### config.mk
export PLATFORM = sky130hd
export DESIGN_NAME = uart_rx_frontend
export DESIGN_NICKNAME = d
export VERILOG_FILES = /design/src/rtl/uart_pkg.sv /design/src/rtl/uart_byte_fifo.sv /design/src/rtl/uart_rx_frontend.sv
export SDC_FILE = /design/constraint.sdc
export NUM_CORES = 1
export LEC_CHECK = 0
export ABC_CLOCK_PERIOD_IN_PS = 5430
export BUFFER_PORTS_ARGS = -buffer_cell sky130_fd_sc_hd__buf_2
export CAP_MARGIN = 20
export CELL_PAD_IN_SITES_DETAIL_PLACEMENT = 0
export CELL_PAD_IN_SITES_GLOBAL_PLACEMENT = 1
export CORE_MARGIN = 2
export CORE_UTILIZATION = 54
export DETAILED_ROUTE_END_ITERATION = 7
export PLACE_DENSITY = 0.93
export SLEW_MARGIN = 30
export SYNTH_ARGS = -nofsm -noshare
export SYNTH_HDL_FRONTEND = slang
export SYNTH_SLANG_ARGS = --single-unit
### constraint.sdc
create_clock -name clk -period 5.43 [get_ports clk]
set_input_delay 0.8145 -clock clk [delete_from_list [all_inputs] [get_ports clk]]
set_output_delay 0.8145 -clock clk [all_outputs]
set_load 0.05 [all_outputs]
### src/rtl/uart_pkg.sv
// Shared definitions for the UART receive front end: FSM state encoding,
// oversampling constants and the baud divisor helper.
package uart_pkg;

    localparam int OVERSAMPLE = 16;
    localparam int MID_SAMPLE = 7;

    typedef enum logic [2:0] {
        ST_IDLE   = 3'd0,
        ST_START  = 3'd1,
        ST_DATA   = 3'd2,
        ST_PARITY = 3'd3,
        ST_STOP   = 3'd4
    } uart_state_e;

    // Clock cycles per oversample tick.
    function automatic int calc_div(input int clk_freq, input int baud);
        return clk_freq / (baud * OVERSAMPLE);
    endfunction

endpackage

### src/rtl/uart_byte_fifo.sv
// Small show-ahead byte FIFO. A push while full is dropped and flagged,
// unless a pop happens in the same cycle, in which case both are accepted.
module uart_byte_fifo #(
    parameter int DEPTH = 4
) (
    input  logic       clk,
    input  logic       rst_n,
    input  logic       push,
    input  logic [7:0] push_data,
    input  logic       pop,
    output logic [7:0] head_data,
    output logic       empty,
    output logic       full,
    output logic       drop
);

    localparam int AW = (DEPTH > 1) ? $clog2(DEPTH) : 1;
    localparam int CW = AW + 1;

    logic [7:0]    mem_q [DEPTH];
    logic [7:0]    mem_d [DEPTH];
    logic [AW-1:0] wptr_q, wptr_d;
    logic [AW-1:0] rptr_q, rptr_d;
    logic [CW-1:0] cnt_q, cnt_d;
    logic          pop_en;
    logic          push_en;

    assign empty     = (cnt_q == '0);
    assign full      = (cnt_q == CW'(DEPTH));
    assign head_data = mem_q[rptr_q];
    assign pop_en    = pop && !empty;
    assign push_en   = push && (!full || pop_en);
    assign drop      = push && full && !pop_en;

    // Next-state for storage, pointers and occupancy.
    always_comb begin
        mem_d  = mem_q;
        wptr_d = wptr_q;
        rptr_d = rptr_q;
        cnt_d  = cnt_q;
        if (push_en) begin
            mem_d[wptr_q] = push_data;
            wptr_d        = wptr_q + AW'(1);
        end
        if (pop_en) begin
            rptr_d = rptr_q + AW'(1);
        end
        case ({push_en, pop_en})
            2'b10:   cnt_d = cnt_q + CW'(1);
            2'b01:   cnt_d = cnt_q - CW'(1);
            default: cnt_d = cnt_q;
        endcase
    end

    // FIFO state registers; contents cleared so the head reads 0 after reset.
    always_ff @(posedge clk or negedge rst_n) begin
        if (!rst_n) begin
            for (int i = 0; i < DEPTH; i++) begin
                mem_q[i] <= 8'h00;
            end
            wptr_q <= '0;
            rptr_q <= '0;
            cnt_q  <= '0;
        end else begin
            mem_q  <= mem_d;
            wptr_q <= wptr_d;
            rptr_q <= rptr_d;
            cnt_q  <= cnt_d;
        end
    end

endmodule

### src/rtl/uart_rx_frontend.sv
// UART receiver (x16 oversampled) feeding a small byte FIFO with a
// valid/ready pop interface. Default frame is 8N1; defining
// UART_RX_PARITY_EN switches to 8E1 with a PARITY state and parity check.
//
// Handshake: rx_valid means the FIFO head on rx_data_out is meaningful; the
// head is consumed at a rising clk edge where rx_valid && rx_ready. rx_valid
// does not depend on rx_ready.
module uart_rx_frontend
    import uart_pkg::*;
#(
    parameter int CLK_FREQ   = 16_000_000,
    parameter int BAUD       = 1_000_000,
    parameter int FIFO_DEPTH = 4
) (
    input  logic       clk,
    input  logic       rst_n,
    input  logic       rxd,
    input  logic       rx_enable,
    output logic [7:0] rx_data_out,
    output logic       rx_valid,
    input  logic       rx_ready,
    output logic       rx_frame_err,
    output logic       rx_overrun
);

    localparam int DIV = calc_div(CLK_FREQ, BAUD);
    localparam int DW  = (DIV > 1) ? $clog2(DIV) : 1;

    uart_state_e   state_q, state_d;
    logic          sync1_q, sync1_d;
    logic          rxs_q, rxs_d;
    logic          rxs_prev_q, rxs_prev_d;
    logic [DW-1:0] div_cnt_q, div_cnt_d;
    logic [3:0]    scnt_q, scnt_d;
    logic [2:0]    bit_cnt_q, bit_cnt_d;
    logic [7:0]    shift_q, shift_d;
    logic          brk_q, brk_d;
    logic          push_q, push_d;
    logic          frame_err_q, frame_err_d;
`ifdef UART_RX_PARITY_EN
    logic          par_err_q, par_err_d;
`endif

    logic tick;
    logic mid;
    logic fall;
    logic fifo_empty;
    logic fifo_full;

    assign tick = (div_cnt_q == '0);
    assign mid  = tick && (scnt_q == 4'(MID_SAMPLE));
    assign fall = rxs_prev_q && !rxs_q;

    // Two-flop synchroniser plus one delayed copy for start-edge detection.
    always_comb begin
        sync1_d    = rxd;
        rxs_d      = sync1_q;
        rxs_prev_d = rxs_q;
    end

    // Receive FSM, tick/sample counters and shift register.
    always_comb begin
        state_d     = state_q;
        div_cnt_d   = div_cnt_q;
        scnt_d      = scnt_q;
        bit_cnt_d   = bit_cnt_q;
        shift_d     = shift_q;
        brk_d       = brk_q;
        push_d      = 1'b0;
        frame_err_d = 1'b0;
`ifdef UART_RX_PARITY_EN
        par_err_d   = par_err_q;
`endif

        // Counters run continuously through a frame; each state change happens
        // on a mid-sample so scnt keeps its phase across bits.
        if (state_q != ST_IDLE) begin
            if (tick) begin
                div_cnt_d = DW'(DIV - 1);
                scnt_d    = scnt_q + 4'd1;
            end else begin
                div_cnt_d = div_cnt_q - DW'(1);
            end
        end

        case (state_q)
            ST_IDLE: begin
                if (rx_enable && fall) begin
                    state_d   = ST_START;
                    div_cnt_d = '0;
                    scnt_d    = 4'd0;
                    bit_cnt_d = 3'd0;
                    brk_d     = 1'b0;
`ifdef UART_RX_PARITY_EN
                    par_err_d = 1'b0;
`endif
                end
            end
            ST_START: begin
                if (mid) begin
                    // A high line at mid-start is a glitch: drop silently.
                    state_d = rxs_q ? ST_IDLE : ST_DATA;
                end
            end
            ST_DATA: begin
                if (mid) begin
                    shift_d   = {rxs_q, shift_q[7:1]};
                    bit_cnt_d = bit_cnt_q + 3'd1;
                    if (bit_cnt_q == 3'd7) begin
`ifdef UART_RX_PARITY_EN
                        state_d = ST_PARITY;
`else
                        state_d = ST_STOP;
`endif
                    end
                end
            end
`ifdef UART_RX_PARITY_EN
            ST_PARITY: begin
                if (mid) begin
                    // Even parity: data bits plus parity bit must have even weight.
                    par_err_d = ^{rxs_q, shift_q};
                    state_d   = ST_STOP;
                end
            end
`endif
            ST_STOP: begin
                if (brk_q) begin
                    // Line held low after a bad stop bit: wait for it to release.
                    if (rxs_q) begin
                        state_d = ST_IDLE;
                    end
                end else if (mid) begin
                    if (rxs_q) begin
`ifdef UART_RX_PARITY_EN
                        push_d      = !par_err_q;
                        frame_err_d = par_err_q;
`else
                        push_d      = 1'b1;
`endif
                        state_d     = ST_IDLE;
                    end else begin
                        frame_err_d = 1'b1;
                        brk_d       = 1'b1;
                    end
                end
            end
            default: state_d = ST_IDLE;
        endcase

        // Disabling the receiver aborts any frame without reporting anything.
        if (!rx_enable) begin
            state_d     = ST_IDLE;
            push_d      = 1'b0;
            frame_err_d = 1'b0;
        end
    end

    // Receiver state registers; synchroniser resets to the idle-high line level.
    always_ff @(posedge clk or negedge rst_n) begin
        if (!rst_n) begin
            state_q     <= ST_IDLE;
            sync1_q     <= 1'b1;
            rxs_q       <= 1'b1;
            rxs_prev_q  <= 1'b1;
            div_cnt_q   <= '0;
            scnt_q      <= 4'd0;
            bit_cnt_q   <= 3'd0;
            shift_q     <= 8'h00;
            brk_q       <= 1'b0;
            push_q      <= 1'b0;
            frame_err_q <= 1'b0;
`ifdef UART_RX_PARITY_EN
            par_err_q   <= 1'b0;
`endif
        end else begin
            state_q     <= state_d;
            sync1_q     <= sync1_d;
            rxs_q       <= rxs_d;
            rxs_prev_q  <= rxs_prev_d;
            div_cnt_q   <= div_cnt_d;
            scnt_q      <= scnt_d;
            bit_cnt_q   <= bit_cnt_d;
            shift_q     <= shift_d;
            brk_q       <= brk_d;
            push_q      <= push_d;
            frame_err_q <= frame_err_d;
`ifdef UART_RX_PARITY_EN
            par_err_q   <= par_err_d;
`endif
        end
    end

    uart_byte_fifo #(
        .DEPTH (FIFO_DEPTH)
    ) u_fifo (
        .clk       (clk),
        .rst_n     (rst_n),
        .push      (push_q),
        .push_data (shift_q),
        .pop       (rx_ready),
        .head_data (rx_data_out),
        .empty     (fifo_empty),
        .full      (fifo_full),
        .drop      (rx_overrun)
    );

    assign rx_valid     = !fifo_empty;
    assign rx_frame_err = frame_err_q;

endmodule

# == Yosys cells after proc, flatten, opt, wreduce, memory -nomap -nowiden ==
# Index checks and enable logic that the tools add are counted.
# W data, S select, Z words.
# totals
ff_bits,64
in_bits,5
output_inout_bits,11
wordCells,110
# classes
add_sub_neg,7
magnitude_cmp,3
n_eq_ne,15
n_mux,41
n_bitwise,3
n_reduce_logical,23
# op_table
cell,n
$bwmux W32,1
$mux W3,10
$mux W8,3
$bmux W8 S2,1
$demux W8 S2,1
$mux W1,16
$mux W4,4
$ne A3 B3 Y1 const B,4
$pmux W3 S2,2
$pmux W3 S4,1
$eq A3 B3 Y1 const B,3
$logic_and A1 B1 Y1,8
$add A3 B1 Y3 const B,2
$ge A3 B3 Y1 const B,2
$logic_not A3 Y1,2
$not A2 Y3,2
$reduce_bool A2 Y1,3
$reduce_and A5 Y1,1
$add A2 B1 Y2 const B,2
$add A4 B1 Y4 const B,1
$eq A4 B3 Y1 const B,1
$logic_not A1 Y1,4
$ne A2 B2 Y1 const B,2
$ne A4 B4 Y1 const B,1
14 further kinds,15

# == Depth between registers and ports, before layout ==
# Gate-level depths: netlist (run 1).
# depth
word_depth,7
ltp_mapped,10
mapped_depth_nobuf,9

# == By module ==
# Synthesis (run 1) repeated with hierarchy kept, for this count alone.
# unflattened
cells_unflattened,197
hier_area_um2,2871.5
# by_module_without_submodules
module,instances,cells_each,area_per_inst_um2,seq_area_each_um2
uart_byte_fifo,1,116,1809.2,975.9
uart_rx_frontend,1,81,1062.3,629.4

# == Worst setup path before layout (run 1) ==
# OpenSTA, ideal clock, no wires.
# synth_timing
path_type,input -> register
startpoint,input port rx_ready
endpoint,register u_fifo.cnt_q[2]
t_arrival_ns,2.462
path_slack_ns,2.889
path_stages,10
n_path_buf,1
path_cell_list,nor4b_1 nor2b_1 clkbuf_1 inv_1 ha_1 inv_1 fa_1 xor2_1 nor2_1 xor2_1
# synth_between
elab_chain_len,5
# synth_rtl
item,line,text
"start, declared",uart_rx_frontend.sv:21,"input logic rx_ready,"
$logic_and A1 B1 Y1 (*),uart_byte_fifo.sv:31,assign pop_en = pop && !empty;
$logic_or A1 B1 Y1,uart_byte_fifo.sv:32,assign push_en = push && (!full || pop_en);
$logic_and A1 B1 Y1,uart_byte_fifo.sv:32,
$eq A2 B1 Y1 / $eq A2 B2 Y1 (equally long branches),uart_byte_fifo.sv:48,"case ({push_en, pop_en})"
$pmux W3 S2 / $reduce_bool A2 Y1 (equally long branches),-,
"end signal, assigned",uart_byte_fifo.sv:68,cnt_q <= cnt_d;
"end, declared",uart_byte_fifo.sv:24,"logic [CW-1:0] cnt_q, cnt_d;"
# Every way passes the cells marked *; elsewhere a longest branch is shown, timed or not.
# A chain may end at the register's enable or synchronous reset.

# == Worst setup path in the final report (run 1) ==
# layout_timing
startpoint,register u_fifo.rptr_q[0]
endpoint,output port rx_data_out[5]
# layout_between
elab_chain_len,4
# layout_rtl
item,line,text
"start, declared",uart_byte_fifo.sv:23,"logic [AW-1:0] rptr_q, rptr_d;"
"start signal, assigned",uart_byte_fifo.sv:67,rptr_q <= rptr_d;
$not A2 Y3 (implied by the code),uart_byte_fifo.sv:30,assign head_data = mem_q[rptr_q];
$bmux W8 S2,uart_byte_fifo.sv:30,
$mux W8 (implied by the code) (2 in series),uart_byte_fifo.sv:30,
"end, declared",uart_rx_frontend.sv:19,"output logic [7:0] rx_data_out,"
# Every way passes these cells. The select of a mux whose other input is x is not followed.

==> results of run 1 <==
-- cell type report --
class | instances | area share, %
Inverter | 10 | 1.16
Clock buffer | 14 | 5.64
Multi-Input combinational cell | 125 | 37.3
Tap cell | 70 | 2.70
Clock inverter | 2 | 1.08
Sequential cell | 64 | 49.5
Timing Repair Buffer | 16 | 2.55
-- logic make-up after synthesis --
family | Yosys count | synth area share (%)
AOI/OAI and AO/OA | 15 | 3.41
xor gates and xnor gates | 8 | 2.42
adders and majority gates | 9 | 4.15
buffers and inverters | 16 | 2.77
DFF | 64 | 55.4
muxes | 50 | 23.0
and+or+nand+nor | 43 | 8.82
-- worst paths after layout --
kind,start,endpoint,slack (ps),cells after the start
max,u_fifo.rptr_q[0],rx_data_out[5],2710,2
min,rxs_d,rxs_prev_d,360,0
max reg2reg,u_fifo.cnt_q[0],u_fifo.cnt_q[2],3170,9
min reg2reg,rxs_d,rxs_prev_d,360,0
max in group asynchronous,rst_n,rx_frame_err,4250,2
min in group asynchronous,rst_n,u_fifo.mem_q[16],640,2
-- power groups by stage --
stage	Clock, W	Combinational (W)	Sequential (W)
4_1_cts	0.000441	0.000148	0.000581
3_5_place_dp	0	0.000148	0.000589
3_3_place_gp	0	0.000141	0.000587
6_report	0.000427	0.000145	0.000580
5_1_grt	0.000462	0.000162	0.000586
2_1_floorplan	0	0.000149	0.000544
-- state kept, by name (all words and copies together), names as in the netlist --
register and flops:
push_q 1, rx_frame_err 1, u_fifo.wptr_q 2, rxs_d 1, u_fifo.mem_q 32, bit_cnt_q 3, state_q 3, div_cnt_q 1
rxs_prev_q 1, scnt_q 4, u_fifo.rptr_q 2, u_fifo.cnt_q 3, rxs_prev_d 1, brk_q 1, shift_q 8
-- stage by stage --
stage	area [um^2]	total power, W
3_3_place_gp	3020	0.000728
6_report	3240	0.00115
5_1_grt	3240	0.00121
2_1_floorplan	2900	0.000693
4_1_cts	3240	0.00117
3_5_place_dp	3020	0.000738
-- cells in the mapped netlist, types with 5 or more instances --
cell type,count
o21ai_0,9
mux4_2,8
inv_1,10
and2_1,6
dfrtp_1,61
xor2_1,5
nand2_1,13
mux2_2,36
ha_1,8
-- metal layers --
metal | GRT usage (%) | up-vias | share of wire [%]
li1 | - | 769 | -
met1 | 21.6 | 834 | 44
met4 | 6.79 | 0 | 1.1
met2 | 29.2 | 31 | 51
met5 | 0 | - | 0
met3 | 5.06 | 6 | 3.5
-- worst reg2reg max path, cell delays in order (launching register included) --
cell and delay [ps]:
dfrtp_1 420, nor4b_1 360, nor2b_1 210, inv_1 90, ha_1 180, inv_1 70
fa_1 430, xor2_1 150, nor2_1 120, xor2_1 160
==> results_dict.tcl, run 1 <==
set metrics [dict create \
    status "completed" \
    antenna_found_initial 0 \
    critical_path.cell_chain "mux4_2 -> buf_2" \
    path_max_fanout 10 \
    nNetsFinal 240 \
    synthTopCellsByArea "dfrtp_1 (53%), mux2_2 (14%), mux4_2 (6.2%), ha_1 (3.5%), dfstp_2 (2.7%)" \
    worst_slack_ps 2710 \
    p_switching_w 0.000299 \
    leakage_nw 1.62 \
    cts_hold_buf 0 \
    yosysTopAreaCell "dfrtp_1" \
    critPathKind "flop to output pin" \
    rows 26 \
    crit_slowest_cell "dfrtp_1" \
    ant_nets 0 \
    wl_mm 4.63 \
    whs_ps 357 \
    utilization_pct 63.0 \
    pwr-share-seq_pct 50.4 \
    min_period_ps 2720 \
    hpwl_mm 2.99 \
    worst_pin_slew_ps 794 \
    grt_pass1_vias 1718 \
    wl_per_cell_um 15.4 \
    synth_seq_cells 64 \
    max_freq_ghz 0.368 \
    clockBufferDepth 2 \
    synth-edff-count 0 \
    syn-cell-area_um2 2900 \
    tns_ps 0 \
    place_ws_ps 2690 \
    synth_ff_type "dfrtp_1" \
    finalClockSkew_ps 6.29 \
    viasPerCell 5.45 \
    cts_made_buffers 9 \
    antenna_cells 0 \
    cp_slowest_stage_delay_ps 750 \
    required_ps 4620 \
    combPwrFrac_pct 12.6 \
    mappedNetlistNets 219 \
    place_congestion 0.828 \
    syn-mean-instance-area_um2 14.1 \
    clock-root-buffer "clkbuf_8" \
    synthToLayoutAreaGrowth_pct 11.9 \
    cts_setup_buffers 0 \
    cpLargestDelayFamily "flip-flops" \
    layout_common_cells "dfrtp_1 (61), mux2_2 (36), buf_2 (15)" \
    netlist_instances 205 \
    drive_gt1_share_pct 36.4 \
    setup_violations 0 \
    hold_viol 0 \
    multi_input_area_um2 1210 \
    cts_max_level 3 \
    fp.dieArea_um2 5960 \
    port_buffers 15 \
    maxCapViolCount 0 \
    grt_start_max_net_pins 65 \
    pwr-share-clk_pct 37.1 \
    yosysUniqueCellTypes 36 \
    ys_warn_count 0 \
    grt_pass1_wl_mm 8.04 \
    power_density_nw_per_um2 355 \
    io_pins 16 \
    cts_sinks 64 \
    cp.arrival_ps 1900 \
    seqCellArea_um2 1610 \
    drv_slew 0 \
    yosysSeqAreaShare_pct 55.4 \
    cts_resized 0 \
    end_kind "output pin" \
    start_kind "flop" \
    drc 0 \
    die_h_um 77.2 \
    n_fill_cell 424 \
    cts_tree "built" \
    grt_setup_unrepaired "false" \
    maxSlewHeadroom_pct 47.1 \
    gr-total-overflow 0 \
    final_cells 301 \
    num_vias 1640 \
    clock_latency_ps 330 \
    clk_pin_slew_ps 70 \
    drtIter0Drc 101 \
    synthArstFlopShare_pct 100 \
    yosys.area.top_type_share_pct 52.7 \
    fp.dieW_um 77.2 \
    switching_share_pct 26.0 \
    firstDrtPassIters 4 \
    critPathBufInv 1 \
    core_um2 5140 \
    start_util_pct 56.3 \
    hp-class "flop to flop" \
    placedCellCount 285 \
    fin_crit_sh_pct 50.0 \
    internal_power_w 0.000852 \
    grt_use_total_pct 17.5 \
    ir_drop_uv 180 \
    final_common_cell "dfrtp_1" \
]
Note: power is estimated with default switching activity, not from simulation.
==> run 2, diff against run 1 <==
--- a/config.mk
+++ b/config.mk
@@ -5,15 +5,15 @@
 export SDC_FILE = /design/constraint.sdc
 export NUM_CORES = 1
 export LEC_CHECK = 0
-export ABC_CLOCK_PERIOD_IN_PS = 5430
+export ABC_CLOCK_PERIOD_IN_PS = 2200
 export BUFFER_PORTS_ARGS = -buffer_cell sky130_fd_sc_hd__buf_2
 export CAP_MARGIN = 20
 export CELL_PAD_IN_SITES_DETAIL_PLACEMENT = 0
 export CELL_PAD_IN_SITES_GLOBAL_PLACEMENT = 1
 export CORE_MARGIN = 2
-export CORE_UTILIZATION = 54
+export CORE_UTILIZATION = 45
 export DETAILED_ROUTE_END_ITERATION = 7
-export PLACE_DENSITY = 0.93
+export PLACE_DENSITY = 0.84
 export SLEW_MARGIN = 30
 export SYNTH_ARGS = -nofsm -noshare
 export SYNTH_HDL_FRONTEND = slang
==> constraint.sdc (replaced) <==
create_clock -name clk -period 2.2 [get_ports clk]
set_input_delay 0.33 -clock clk [delete_from_list [all_inputs] [get_ports clk]]
set_output_delay 0.33 -clock clk [all_outputs]
set_load 0.05 [all_outputs]
==> results_dict.tcl, run 2 (synthesis gave the netlist of run 1 again) <==
set metrics [dict create \
    worst_pin_slew_ps 648 \
    ir_drop_uv 662 \
    layout_common_cells "dfrtp_1 (61), mux2_2 (36), buf_2 (15)" \
    switching_share_pct 27.7 \
    tns_ps 0 \
    hpwl_mm 3.14 \
    die_h_um 84.2 \
    firstDrtPassIters 4 \
    fin_crit_sh_pct 93.4 \
    viasPerCell 5.37 \
    cts_max_level 3 \
    wl_per_cell_um 15.1 \
    fp.dieW_um 84.2 \
    cts_tree "built" \
    critical_path.cell_chain "buf_4 -> mux4_2 -> buf_2" \
    grt_use_total_pct 15.2 \
    maxCapViolCount 0 \
    gr-total-overflow 0 \
    drv_slew 0 \
    wl_mm 4.69 \
    hold_viol 0 \
    combPwrFrac_pct 16.1 \
    required_ps 1870 \
    clockBufferDepth 2 \
    clk_pin_slew_ps 70 \
    fp.dieArea_um2 7090 \
    power_density_nw_per_um2 848 \
    leakage_nw 1.63 \
    io_pins 16 \
    drc 0 \
    cts_sinks 64 \
    drive_gt1_share_pct 38.0 \
    pwr-share-clk_pct 33.9 \
    grt_pass1_vias 1749 \
    crit_slowest_cell "mux4_2" \
    cp_slowest_stage_delay_ps 540 \
    internal_power_w 0.00200 \
    ant_nets 0 \
    critPathKind "flop to output pin" \
    final_common_cell "dfrtp_1" \
    start_util_pct 46.1 \
    top_regs "u_fifo.mem_q: 32 flops, shift_q: 8 flops, scnt_q: 4 flops" \
    cts_made_buffers 9 \
    synthToLayoutAreaGrowth_pct 12.8 \
    nNetsFinal 244 \
    maxSlewHeadroom_pct 56.8 \
    cts_hold_buf 0 \
    setup_violations 0 \
    place_congestion 0.782 \
    pwr-share-seq_pct 50.0 \
    path_max_fanout 8 \
    start_kind "flop" \
    largest-register "u_fifo.mem_q" \
    min_period_ps 2050 \
    antenna_cells 0 \
    place_ws_ps 59.0 \
    status "completed" \
    clock_latency_ps 340 \
    drtIter0Drc 60 \
    worst_slack_ps 146 \
    largest_reg_flops 32 \
    p_switching_w 0.000767 \
    end_kind "output pin" \
    rows 29 \
    cp.arrival_ps 1720 \
    finalClockSkew_ps 9.81 \
    port_buffers 15 \
    clock-root-buffer "clkbuf_8" \
    core_um2 6280 \
    max_freq_ghz 0.487 \
    grt_start_max_net_pins 37 \
    num_vias 1669 \
    hp-class "primary input to asynchronous set/reset pin" \
    grt_pass1_wl_mm 8.30 \
    antenna_found_initial 0 \
]
## run 2: changes by cell type in the layout (fill, tap and decap cells not counted), sizes merged
cell,change
buf,+4
clkinvlp,+1
clkinv,+3
clkbuf,-5
## run 2: path summary, 6_finish.rpt
path                                  startpoint          endpoint  slack, ps  cells after the start
worst max register to register   u_fifo.cnt_q[0]   u_fifo.cnt_q[2]        160                      9
worst max-delay path            u_fifo.rptr_q[0]    rx_data_out[6]        150                      3
worst min-delay path                       rst_n  u_fifo.mem_q[23]         20                      1
worst min register to register             rxs_d        rxs_prev_d        360                      0
max in group asynchronous                  rst_n      bit_cnt_q[0]       1560                      2
min in group clk                             rxd             rxs_d         90                      1
## run 2: critical path, delay by kind of cell (launching register included)
| family | cells | cell delay (ps) |
|---|---|---|
| buf+inv | 2 | 470 |
| mux | 1 | 540 |
| flops | 1 | 380 |
## run 2: power by group through the flow
stage          logic (W)  clock network, W  registers, W
4_1_cts         0.000435          0.000975       0.00138
5_1_grt         0.000502           0.00104       0.00140
6_report        0.000447          0.000939       0.00138
2_1_floorplan   0.000368                 0       0.00134
3_5_place_dp    0.000432                 0       0.00141
3_3_place_gp    0.000426                 0       0.00140
## run 2: metrics by stage
step / hold slack [ps] / util, % / cell area, um^2 / cells / power [W]
6_report: 18.8 / 52.0 / 3270 / 311 / 0.00277
2_1_floorplan: 34.4 / - / 2900 / 205 / 0.00171
4_1_cts: 31.6 / 51.7 / 3240 / 309 / 0.00279
3_5_place_dp: 347 / 48.7 / 3060 / 294 / 0.00184
3_3_place_gp: 347 / 48.7 / 3060 / 294 / 0.00182
5_1_grt: 60.9 / 52.0 / 3270 / 311 / 0.00295
## run 2: area by class of cell
class	count	area [um^2]
Fill cell	539	3010
Timing Repair Buffer	20	125
Sequential cell	64	1610
Clock inverter	6	61.3
Clock buffer	9	124
Tap cell	77	96.3
Multi-Input combinational cell	125	1220
Inverter	10	37.5
## run 2: per-layer routing
| metal | global-route usage (%) | vias up | part of all wire, % |
|---|---|---|---|
| met4 | 5.28 | 0 | 1.5 |
| met3 | 5.90 | 9 | 4.4 |
| met2 | 24.2 | 26 | 49 |
| met1 | 19.1 | 853 | 45 |
| li1 | - | 781 | - |
| met5 | 0 | - | 0 |
## run 2: what timing repair did
item,4_1_cts,5_1_grt
setup buffers,0,2
resized for setup,0,1
endpoints found under the setup margin,0,1
==> run 3, diff against run 2 <==
--- a/config.mk
+++ b/config.mk
@@ -11,9 +11,10 @@
 export CELL_PAD_IN_SITES_DETAIL_PLACEMENT = 0
 export CELL_PAD_IN_SITES_GLOBAL_PLACEMENT = 1
 export CORE_MARGIN = 2
-export CORE_UTILIZATION = 45
+export CORE_UTILIZATION = 47
+export CTS_BUF_LIST = sky130_fd_sc_hd__clkbuf_8
 export DETAILED_ROUTE_END_ITERATION = 7
-export PLACE_DENSITY = 0.84
+export PLACE_DENSITY = 0.87
 export SLEW_MARGIN = 30
 export SYNTH_ARGS = -nofsm -noshare
 export SYNTH_HDL_FRONTEND = slang
==> results_dict.tcl, run 3 (synthesis gave the netlist of run 1 again) <==
set metrics [dict create \
    synthToLayoutAreaGrowth_pct 13.5 \
    die_h_um 82.5 \
    tns_ps 0 \
    status "completed" \
    port_buffers 15 \
    grt_pass1_wl_mm 8.17 \
    reg2reg_depth 9 \
    hpwl_mm 3.27 \
    ant_nets 0 \
    layout_common_cells "dfrtp_1 (61), mux2_2 (36), buf_2 (15)" \
    power_density_nw_per_um2 866 \
    fp.dieW_um 82.5 \
    maxCapViolCount 0 \
    clock_latency_ps 340 \
    gr-total-overflow 0 \
    power_w 0.00284 \
    worst_pin_slew_ps 579 \
    cp_slowest_stage_delay_ps 420 \
    grt_use_total_pct 16.7 \
    largest-register "u_fifo.mem_q" \
    required_ps 2460 \
    maxSlewHeadroom_pct 61.4 \
    antenna_cells 0 \
    critical_path.cell_chain "nor4b_2 -> nor2b_1 -> inv_1 -> ha_1 -> inv_1 -> fa_1 -> xor2_1 -> nor2_1 -> xor2_1" \
    final_common_cell "dfrtp_1" \
    critPathBufInv 2 \
    critPathKind "flop to flop" \
    wl_mm 4.88 \
    grt_start_max_net_pins 42 \
    path_max_fanout 4 \
    io_pins 16 \
    clock-root-buffer "clkbuf_8" \
    finalClockSkew_ps 10.6 \
    start_util_pct 48.9 \
    cts_max_level 3 \
    critical_path_cell_count 9 \
    cp.arrival_ps 2300 \
    post_dp_cell_area_um2 3060 \
    leakage_nw 1.63 \
    fp.dieArea_um2 6800 \
    antenna_found_initial 0 \
    viasPerCell 5.28 \
    grt_setup_unrepaired "false" \
    n_fill_cell 496 \
    cts_sinks 64 \
    hold_depth 1 \
    wl_per_cell_um 15.8 \
    drive_gt1_share_pct 37.9 \
    core_um2 5920 \
    clk_pin_slew_ps 70 \
    cpLargestDelayFamily "adder cells" \
    num_vias 1637 \
    r2r_slack_ps 160 \
    hp-class "primary input to flop" \
    min_period_ps 2040 \
    start_kind "flop" \
    crit_slowest_cell "dfrtp_1" \
    hold_viol 0 \
    drtIter0Drc 85 \
    end_kind "flop" \
    drv_slew 0 \
    place_congestion 0.832 \
    cts_made_buffers 9 \
    firstDrtPassIters 4 \
    nNetsFinal 244 \
    final_area_um2 3290 \
    max_freq_ghz 0.490 \
    rows 28 \
    fin_crit_sh_pct 92.7 \
    grt_pass1_vias 1683 \
    cts_tree "built" \
    clockBufferDepth 2 \
    largest_reg_flops 32 \
    drc 0 \
    top_regs "u_fifo.mem_q: 32 flops, shift_q: 8 flops, scnt_q: 4 flops" \
    setup_violations 0 \
    ir_drop_uv 616 \
]
-- run 3: cell type report --
class / count / area [um^2] / share of cell area, %
clock buffers: 10 / 138 / 4.19
clock inverters: 6 / 67.6 / 2.06
inverters: 10 / 37.5 / 1.14
multi-input cells: 125 / 1220 / 37.0
flip-flops and latches: 64 / 1610 / 48.9
well taps: 75 / 93.8 / 2.86
repair buffers: 20 / 128 / 3.88
-- run 3: final timing paths --
path,start,endpoint
min in group asynchronous,rst_n,u_fifo.rptr_q[0]
max reg2reg,u_fifo.cnt_q[0],u_fifo.cnt_q[2]
max in group asynchronous,rst_n,u_fifo.mem_q[4]
min,rxd,rxs_d
min reg2reg,rxs_d,rxs_prev_d
max,u_fifo.cnt_q[0],u_fifo.cnt_q[2]
-- run 3: metal layers --
metal	wire (um)	GRT usage [%]	vias up	share of wire [%]
met2	2510	28.3	38	51
met1	2100	19.7	815	43
met5	0	0	-	0
met4	54	5.50	0	1.1
li1	-	-	778	-
met3	227	6.20	6	4.6
-- run 3: stage by stage --
stage          util (%)  worst slack [ps]  instances  hold slack (ps)
2_1_floorplan         -              18.0        205             34.4
3_3_place_gp       51.8               147        293              349
3_5_place_dp       51.8              46.1        293              349
4_1_cts            55.4              45.7        310             68.9
5_1_grt            55.5              3.09        310             63.6
6_report           55.5               161        310             88.5
-- run 3: report_power, final --
part | switching (W) | leakage (nW) | total (W) | internal, W
Sequential | 0.000116 | 0.857 | 0.00138 | 0.00127
Combinational | 0.000222 | 0.673 | 0.000444 | 0.000222
Clock | 0.000460 | 0.0989 | 0.00102 | 0.000557
-- run 3: what timing repair did --
item | CTS | global route
endpoints found under the hold margin | 15 | 0
setup endpoints to repair | 0 | 1
resized for setup | 0 | 1
hold buffers | 1 | 0
setup buffers | 0 | 0
